**src/rtl/modred_pipe_pkg.sv**
```systemverilog
// Shared sizing helpers for the pipelined word-level Montgomery reducer.
// Stage widths are the proven bounds of the partially reduced value after k word steps.
package modred_pkg;

  localparam int QW_DEF   = 32;
  localparam int W_DEF    = 13;
  localparam int TAGW_DEF = 8;

  function automatic int num_stages(input int qw, input int w);
    return (qw + w - 1) / w;
  endfunction

  // X_k < 2^(2*qw - k*w) + q, so it fits in the larger of these two widths
  function automatic int stage_width(input int qw, input int w, input int k);
    int a;
    int b;
    a = 2 * qw - k * w + 1;
    b = qw + 2;
    return (a > b) ? a : b;
  endfunction

endpackage

```
**src/rtl/modred_pipe_if.sv**
```systemverilog
// Operand/result handshake bundle for modred_pipe.
// master drives operands and consumes results; slave is the reducer.
interface modred_pipe_if #(
  parameter int QW   = 32,
  parameter int TAGW = 8
);
  logic              in_valid;
  logic              in_ready;
  logic [2*QW-1:0]   d;
  logic [QW-1:0]     q;
  logic [TAGW-1:0]   tag;
  logic              out_valid;
  logic              out_ready;
  logic [QW-1:0]     c;
  logic [TAGW-1:0]   out_tag;

  modport master (
    output in_valid, d, q, tag, out_ready,
    input  in_ready, out_valid, c, out_tag
  );

  modport slave (
    input  in_valid, d, q, tag, out_ready,
    output in_ready, out_valid, c, out_tag
  );
endinterface

```
**src/rtl/modred_word_stage.sv**
```systemverilog
// One registered Montgomery word step: X' = X[top:W] + m*qh + (L != 0), m = -L mod 2^W.
// The modulus high part, tag and valid bit travel alongside the data.
module modred_word_stage #(
  parameter int IN_W  = 64,
  parameter int OUT_W = 52,
  parameter int QHW   = 19,
  parameter int TAGW  = 8,
  parameter int W     = 13
) (
  input  logic             clk,
  input  logic             rst,
  input  logic             adv_i,
  input  logic             vld_i,
  input  logic [QHW-1:0]   qh_i,
  input  logic [TAGW-1:0]  tag_i,
  input  logic [IN_W-1:0]  x_i,
  output logic             vld_o,
  output logic [QHW-1:0]   qh_o,
  output logic [TAGW-1:0]  tag_o,
  output logic [OUT_W-1:0] x_o
);

  localparam int HI_W  = IN_W - W;
  localparam int PW    = QHW + W;
  localparam int A_W   = ((HI_W > PW) ? HI_W : PW) + 1;
  localparam int SUM_W = (A_W > OUT_W) ? A_W : OUT_W;

  typedef struct packed {
    logic             valid;
    logic [QHW-1:0]   qh;
    logic [TAGW-1:0]  tag;
    logic [OUT_W-1:0] x;
  } slot_t;

  slot_t          slot_q;
  slot_t          slot_d;
  logic [W-1:0]   lo;
  logic [W-1:0]   m;
  logic [PW-1:0]  prod;
  logic [SUM_W-1:0] sum;

  always_comb begin
    lo   = x_i[W-1:0];
    m    = -lo;
    prod = PW'(m) * PW'(qh_i);
    // the low word of X + m*q is zero; its carry out is exactly (L != 0)
    sum  = SUM_W'(x_i[IN_W-1:W]) + SUM_W'(prod) + SUM_W'(|lo);
    slot_d       = '0;
    slot_d.valid = vld_i;
    slot_d.qh    = qh_i;
    slot_d.tag   = tag_i;
    slot_d.x     = sum[OUT_W-1:0];
  end

  always_ff @(posedge clk or posedge rst) begin
    if (rst) begin
      slot_q <= '0;
    end else if (adv_i) begin
      slot_q <= slot_d;
    end
  end

  assign vld_o = slot_q.valid;
  assign qh_o  = slot_q.qh;
  assign tag_o = slot_q.tag;
  assign x_o   = slot_q.x;

endmodule

```
**src/rtl/modred_pipe.sv**
```systemverilog
// Pipelined Montgomery reduction c = d * 2^(-W*S) mod q with per-operation modulus,
// sideband tag and a single global stall driven by the output register.
module modred_pipe
  import modred_pkg::*;
#(
  parameter int QW   = QW_DEF,
  parameter int W    = W_DEF,
  parameter int TAGW = TAGW_DEF
) (
  input  logic          clk,
  input  logic          rst,
  modred_pipe_if.slave  bus
);

  localparam int S    = num_stages(QW, W);
  localparam int QHW  = QW - W;
  localparam int XMAX = 2 * QW;
  localparam int XW   = stage_width(QW, W, S);
  localparam int XW1  = XW + 1;

  logic              vld_chain [0:S];
  logic [QHW-1:0]    qh_chain  [0:S];
  logic [TAGW-1:0]   tag_chain [0:S];
  logic [XMAX-1:0]   x_chain   [0:S];

  logic              adv;
  logic              out_valid_q;
  logic [QW-1:0]     c_q;
  logic [QW-1:0]     c_d;
  logic [TAGW-1:0]   out_tag_q;
  logic [XW1-1:0]    x_fin;
  logic [XW1-1:0]    q_ext;
  logic [XW1-1:0]    t;

  assign adv          = !out_valid_q || bus.out_ready;
  assign bus.in_ready = adv;

  assign vld_chain[0] = bus.in_valid;
  assign qh_chain[0]  = bus.q[QW-1:W];
  assign tag_chain[0] = bus.tag;
  assign x_chain[0]   = bus.d;

  for (genvar k = 1; k <= S; k++) begin : g_stage
    localparam int IN_W  = (k == 1) ? XMAX : stage_width(QW, W, k - 1);
    localparam int OUT_W = stage_width(QW, W, k);

    logic [OUT_W-1:0] x_out;

    modred_word_stage #(
      .IN_W  (IN_W),
      .OUT_W (OUT_W),
      .QHW   (QHW),
      .TAGW  (TAGW),
      .W     (W)
    ) u_stage (
      .clk   (clk),
      .rst   (rst),
      .adv_i (adv),
      .vld_i (vld_chain[k-1]),
      .qh_i  (qh_chain[k-1]),
      .tag_i (tag_chain[k-1]),
      .x_i   (x_chain[k-1][IN_W-1:0]),
      .vld_o (vld_chain[k]),
      .qh_o  (qh_chain[k]),
      .tag_o (tag_chain[k]),
      .x_o   (x_out)
    );

    assign x_chain[k] = XMAX'(x_out);
  end

  // X_S < 2q for legal inputs, so one conditional subtraction lands in [0, q)
  always_comb begin
    x_fin = XW1'(x_chain[S][XW-1:0]);
    q_ext = XW1'({qh_chain[S], {{(W-1){1'b0}}, 1'b1}});
    t     = x_fin - q_ext;
    c_d   = t[XW] ? x_fin[QW-1:0] : t[QW-1:0];
  end

  always_ff @(posedge clk or posedge rst) begin
    if (rst) begin
      out_valid_q <= 1'b0;
      c_q         <= '0;
      out_tag_q   <= '0;
    end else if (adv) begin
      out_valid_q <= vld_chain[S];
      c_q         <= c_d;
      out_tag_q   <= tag_chain[S];
    end
  end

  assign bus.out_valid = out_valid_q;
  assign bus.c         = c_q;
  assign bus.out_tag   = out_tag_q;

endmodule

```
**src/flat_wrapper.sv**
```systemverilog
// flat-port wrapper written by rule: the top's interface ports become plain ports
module modred_pipe_flat import modred_pkg::*;
#(
  parameter int QW   = QW_DEF,
  parameter int W    = W_DEF,
  parameter int TAGW = TAGW_DEF
)
  (clk, rst, bus_in_valid, bus_d, bus_q, bus_tag, bus_out_ready, bus_in_ready, bus_out_valid, bus_c, bus_out_tag);
  modred_pipe_if #(.QW(QW), .TAGW(TAGW)) bus_i ();
  input  logic clk;
  input  logic rst;
  input wire logic [$bits(bus_i.in_valid)-1:0] bus_in_valid;
  input wire logic [$bits(bus_i.d)-1:0] bus_d;
  input wire logic [$bits(bus_i.q)-1:0] bus_q;
  input wire logic [$bits(bus_i.tag)-1:0] bus_tag;
  input wire logic [$bits(bus_i.out_ready)-1:0] bus_out_ready;
  output wire logic [$bits(bus_i.in_ready)-1:0] bus_in_ready;
  output wire logic [$bits(bus_i.out_valid)-1:0] bus_out_valid;
  output wire logic [$bits(bus_i.c)-1:0] bus_c;
  output wire logic [$bits(bus_i.out_tag)-1:0] bus_out_tag;
  assign bus_i.in_valid = bus_in_valid;
  assign bus_i.d = bus_d;
  assign bus_i.q = bus_q;
  assign bus_i.tag = bus_tag;
  assign bus_i.out_ready = bus_out_ready;
  assign bus_in_ready = bus_i.in_ready;
  assign bus_out_valid = bus_i.out_valid;
  assign bus_c = bus_i.c;
  assign bus_out_tag = bus_i.out_tag;
  modred_pipe #(.QW(QW), .W(W), .TAGW(TAGW)) u_core (.clk(clk), .rst(rst), .bus(bus_i));
endmodule
```
**config.mk**
```make
export PLATFORM = sky130hd
export DESIGN_NAME = modred_pipe_flat
export DESIGN_NICKNAME = d
export VERILOG_FILES = /design/src/rtl/modred_pipe_pkg.sv /design/src/rtl/modred_pipe_if.sv /design/src/rtl/modred_word_stage.sv /design/src/rtl/modred_pipe.sv /design/src/flat_wrapper.sv
export SDC_FILE = /design/constraint.sdc
export NUM_CORES = 2
export LEC_CHECK = 0
export CORE_MARGIN = 8
export CORE_UTILIZATION = 40
export DETAILED_ROUTE_END_ITERATION = 10
export HOLD_SLACK_MARGIN = 0.15
export SYNTH_ARGS = -nofsm -noshare
export SYNTH_HDL_FRONTEND = slang
export SYNTH_SLANG_ARGS = --single-unit
```
**constraint.sdc**
```tcl
create_clock -name clk -period 22.1 [get_ports clk]
set_input_delay 6.63 -clock clk [delete_from_list [all_inputs] [get_ports clk]]
set_output_delay 6.63 -clock clk [all_outputs]
set_load 0.02 [all_outputs]
```
* After elaboration in Yosys (flattened, before gate mapping) *
Cells that the tools add are included.

storage, ports and cells
  flip-flop bits (word level) = 250
  latch bits = 0
  bits in writable memories = 0
  ROM bits = 0
  input bits = 108
  output and inout port bits = 42
  word-level logic and storage cells = 34
  memories kept = 0

operators by class
  add/subtract/negate cells = 10
  multiply operators = 3
  div/mod/pow operators = 0
  magnitude comparators = 0
  equal/unequal tests = 0
  shift operators = 0
  mux-type cells = 1
  bitwise logic cells = 0
  reduce and logical (&&, ||, !) cells = 5

operators with widths
  cell                count
  $mul A13 B19 Y32    3
  $add A51 B32 Y52    1
  $add A52 B1 Y52     1
  $add A39 B1 Y39     1
  $add A39 B32 Y39    1
  $neg A13 Y13        3
  $reduce_or A13 Y1   3
  $sub A34 B32 Y35    1
  $add A33 B1 Y34     1
  $add A26 B32 Y33    1
  $mux W32            1
  $logic_not A1 Y1    1
  $logic_or A1 B1 Y1  1

* Depth between registers and ports, before layout *
  depth after elaboration = 4
  depth in mapped cells = 32
  mapped depth without buffers = 30

* Cells and area by module *
A second synthesis with hierarchy kept.

second synthesis, totals
  cells, all modules = 4276
  area, all modules = 39446.6 um2

modules (own cells, without submodules)
  module                                         instances  cells each  area an instance (um2)  seq. area each (um2)
  modred_word_stage (u_core.g_stage[1].u_stage)  1          1370        12742.2                 2001.9
  modred_word_stage (u_core.g_stage[2].u_stage)  1          1283        11928.9                 1676.6
  modred_word_stage (u_core.g_stage[3].u_stage)  1          1243        11641.2                 1551.5
  modred_pipe                                    1          380         3134.3                  1026.0

* Least setup slack after synthesis *
OpenSTA, ideal clock, no wires.

  path kind = in2out
  start = input bus_out_ready
  end = output bus_in_ready
  data arrival time = 7.634 ns
  slack = 7.836 ns
  stages = 5
  path buffers = 3
  path through = nor2b_1 > clkbuf_1 > inv_2 > clkbuf_1 > clkbuf_1

between the ends
  word-level cells in the longest chain between the ends = 1

ends and longest elaborated chain
  element             RTL line            source
  from (decl)         flat_wrapper.sv:16  input wire logic [$bits(bus_i.out_ready)-1:0] bus_out_ready;
  $logic_or A1 B1 Y1  modred_pipe.sv:35   assign adv = !out_valid_q || bus.out_ready;
  to (decl)           flat_wrapper.sv:17  output wire logic [$bits(bus_i.in_ready)-1:0] bus_in_ready;

Every way passes these cells.

* Final worst setup path *
Same ends and word-level chain as after synthesis.

==> qor.txt <==
CP Depth -> 5
crit-path max FO -> 227
Vias/cell -> 5.000
number of setup buffers added after CTS -> 0
min Tclk post-route -> 15650 ps
cell row count -> 113
drt first pass iters -> 7
most used cell, CP -> clkdlybuf4s50_1
clock buffer depth -> 3
initial core utilization -> 0.4036
Vias -> 28740
overall routed net length -> 96390 microns
CTS tree -> yes
vias in the first global route -> 30050
RSZ-0062 raised after global routing -> false
max incr delay on CP -> 670 ps
full die area -> 106000 sq um
delay-heaviest family, CP -> buffers and inverters
Clock transition at path regs -> 50 ps
Hold-fix buffers, CTS -> 0
I/O pin count -> 150
clock latency on the worst-skew pair -> 560 ps
final net count -> 5518
CTS HTree Levels -> 2
antenna-violating nets left -> 0
post-synthesis instance total -> 4424
worst path bufs/invs -> 4
Iteration-0 DRC Markers -> 1566
Synth Register Bits -> 250
post-cts sizing count -> 0
fraction of final layout cells sized beyond drive strength 1 -> 0.02767
Reg area -> 6256 sq um
post-synth cell types -> 67
pin count of the biggest net entering global routing -> 228
setup violators final -> 0
max frequency -> 63.89 MHz
CP Cell Sequence -> clkdlybuf4s50_1, nor2b_4, buf_12, inv_8, clkdlybuf4s50_1
Max-slew headroom -> 0.2299
Worst-Margin Slew -> 1149 ps
PortBufs -> 136
total gr overflow -> 0
WS Path Type -> in2out
setup TNS -> 0 ps
average wire per standard cell -> 16.77 microns
Critical Path RT -> 15470 ps
Die Height -> 325.6 microns
maxcap violations -> 0
fill count -> 9488
Residual DRC -> 0
Final GP Congestion -> 0.8796
number of synthesized flops with an enable pin -> 0
GR Util All Layers -> 0.1818
Hold Crit Class -> reg2reg
final hold viol count -> 0
Slowest-stage cell, CP -> clkdlybuf4s50_1
initial antenna violation count -> 0
average size of a mapped cell -> 8.668 sq um
Final HPWL DP -> 77040 microns
Post-Route Hold Slack -> 454.0 ps
Final Core Density -> 0.4444
warning count from the yosys run -> 0
fin crit share -> 0.7082
placed instance area -> 41030 sq um
final instance area -> 42220 sq um
r2r worst-path depth -> 26
CTS Buf Count -> 35
Root Driver -> clkbuf_16
first-pass GRT wire length -> 159100 microns
Max Slew Vio Count -> 0
Clock Skew -> 34.73 ps
kind of launch point of the worst setup path -> primary input
Core Footprint -> 95010 sq um
endpoint class of the critical path -> primary output
WHS Path Cells -> 2
ys flop type -> dfrtp_1
Syn Std Cell Area -> 38350 sq um
Multi-input gate area -> 28280 sq um
Clock Sinks -> 250
synth-to-layout area growth -> 10.11%
syn nets -> 5487
die width -> 325.6 microns
Async SR Flop Fraction -> 1.000
Worst Path Arrival -> 9020 ps
sequential-to-total area share from yosys stat -> 0.1631
status -> complete, no violations
==> cells in the final DEF, fill, tap and decap left out, types with 11 or more instances in the layout <==
master / n
a21o_1: 51
o21bai_1: 20
nand2_1: 868
a31oi_1: 19
fa_1: 647
o21a_1: 12
o21ai_0: 144
xnor2_1: 78
clkdlybuf4s50_1: 136
inv_1: 866
nor2b_1: 15
o211ai_1: 15
a211oi_1: 21
nor4_1: 14
nand3_1: 33
nand2b_1: 16
and3_1: 16
xor2_1: 66
ha_1: 308
or3_1: 11
nand4_1: 12
and2_1: 305
a21oi_1: 176
dfrtp_1: 250
nor2_1: 146
clkbuf_16: 36
o31ai_1: 11
nor3_1: 26
buf_4: 34
==> worst paths after layout <==
check,endpoint,slack [ps],start
worst max-delay path,bus_in_ready,6450,bus_out_ready
max in group asynchronous,u_core.g_stage[2].u_stage.x_o[2]$_DFFE_PP0P_,13330,rst
worst min register to register,u_core.g_stage[3].u_stage.vld_o$_DFFE_PP0P_,450,u_core.g_stage[3].u_stage.vld_o$_DFFE_PP0P_
min in group asynchronous,u_core.g_stage[2].u_stage.tag_o[3]$_DFFE_PP0P_,6610,rst
worst min-delay path,u_core.g_stage[3].u_stage.vld_o$_DFFE_PP0P_,450,u_core.g_stage[3].u_stage.vld_o$_DFFE_PP0P_
worst max register to register,u_core.g_stage[2].u_stage.x_o[37]$_DFFE_PP0P_,13520,u_core.g_stage[1].u_stage.x_o[2]$_DFFE_PP0P_
==> through the flow <==
stage	instances	setup slack, ps
6_report	5748	6448
5_1_grt	5747	6264
3_5_place_dp	5683	6401
4_1_cts	5747	6401
3_3_place_gp	5683	6405
2_1_floorplan	4424	7836
==> flip-flops by register name, indices dropped and copies added, names as in the netlist <==
| name | cells |
|---|---|
| u_core.g_stage.u_stage.x_o | 125 |
| u_core.g_stage.u_stage.qh_o | 57 |
| u_core.bus.c | 32 |
| u_core.g_stage.u_stage.tag_o | 24 |
| u_core.bus.out_tag | 8 |
| u_core.g_stage.u_stage.vld_o | 3 |
| u_core.bus.out_valid | 1 |
==> kinds of logic after synthesis <==
family                     Yosys count  synth area share
and+or+nand+nor                   1487            0.1757
buffers and inverters             1045            0.1028
adders and majority gates          955            0.4383
AOI/OAI and AO/OA                  525           0.08304
DFF                                250            0.1631
xor gates and xnor gates           161           0.03677
muxes                                1         0.0002936
==> worst min-delay path: cells and delay by family (launching register included) <==
| kind | cells | cell delay [ps] |
|---|---|---|
| flops | 1 | 330 |
| simple gates | 2 | 100 |
==> area by class of cell <==
type / count / area share
inverters: 868 / 0.07752
well taps: 1265 / 0.03749
clock buffers: 52 / 0.02418
flip-flops and latches: 250 / 0.1482
clock inverters: 12 / 0.003882
multi-input cells: 3129 / 0.6699
repair buffers: 171 / 0.03876
diodes: 1 / 0.00005927
==> synthesized netlist by cell type (3+ instances only) <==
cell       count  share of area
nand2b_1      16         0.0026
or4_1          8         0.0016
a221o_1        8         0.0021
nand2_1      868          0.085
o21bai_1      20         0.0039
o31ai_1       11         0.0022
and3_1        16         0.0026
nand3b_1       4        0.00078
o221ai_1       3        0.00069
ha_1         308           0.10
or3_1         11         0.0018
nand4_1       12         0.0020
nor2b_1       16         0.0026
nor4_1        14         0.0023
dfrtp_1      250           0.16
or2_2          3        0.00049
nor3b_1        3        0.00059
o21ai_0      144          0.019
o21a_1        12         0.0023
a211oi_1      21         0.0041
a2111oi_0      5         0.0011
o211ai_1      15         0.0029
nor2_1       146          0.014
nand3_1       33         0.0043
a211o_1        3        0.00069
a41oi_1        4        0.00091
fa_1         647           0.34
nor3_1        26         0.0034
a21oi_1      176          0.023
xnor2_1       85          0.019
o21ai_1        6        0.00078
a31oi_1       19         0.0031
clkbuf_1     170          0.017
inv_1        867          0.085
and2_1       305          0.050
xor2_1        76          0.017
a21o_1        51          0.010
==> per-layer routing <==
layer  track usage  share of wire
met1        0.2417           0.44
met3       0.02502          0.046
met4       0.05273          0.028
met5             0              0
met2        0.3091           0.48
Power is left out: the tool's default activity adds up to more than one toggle a clock period on the data nets, which glitch-free logic cannot reach.
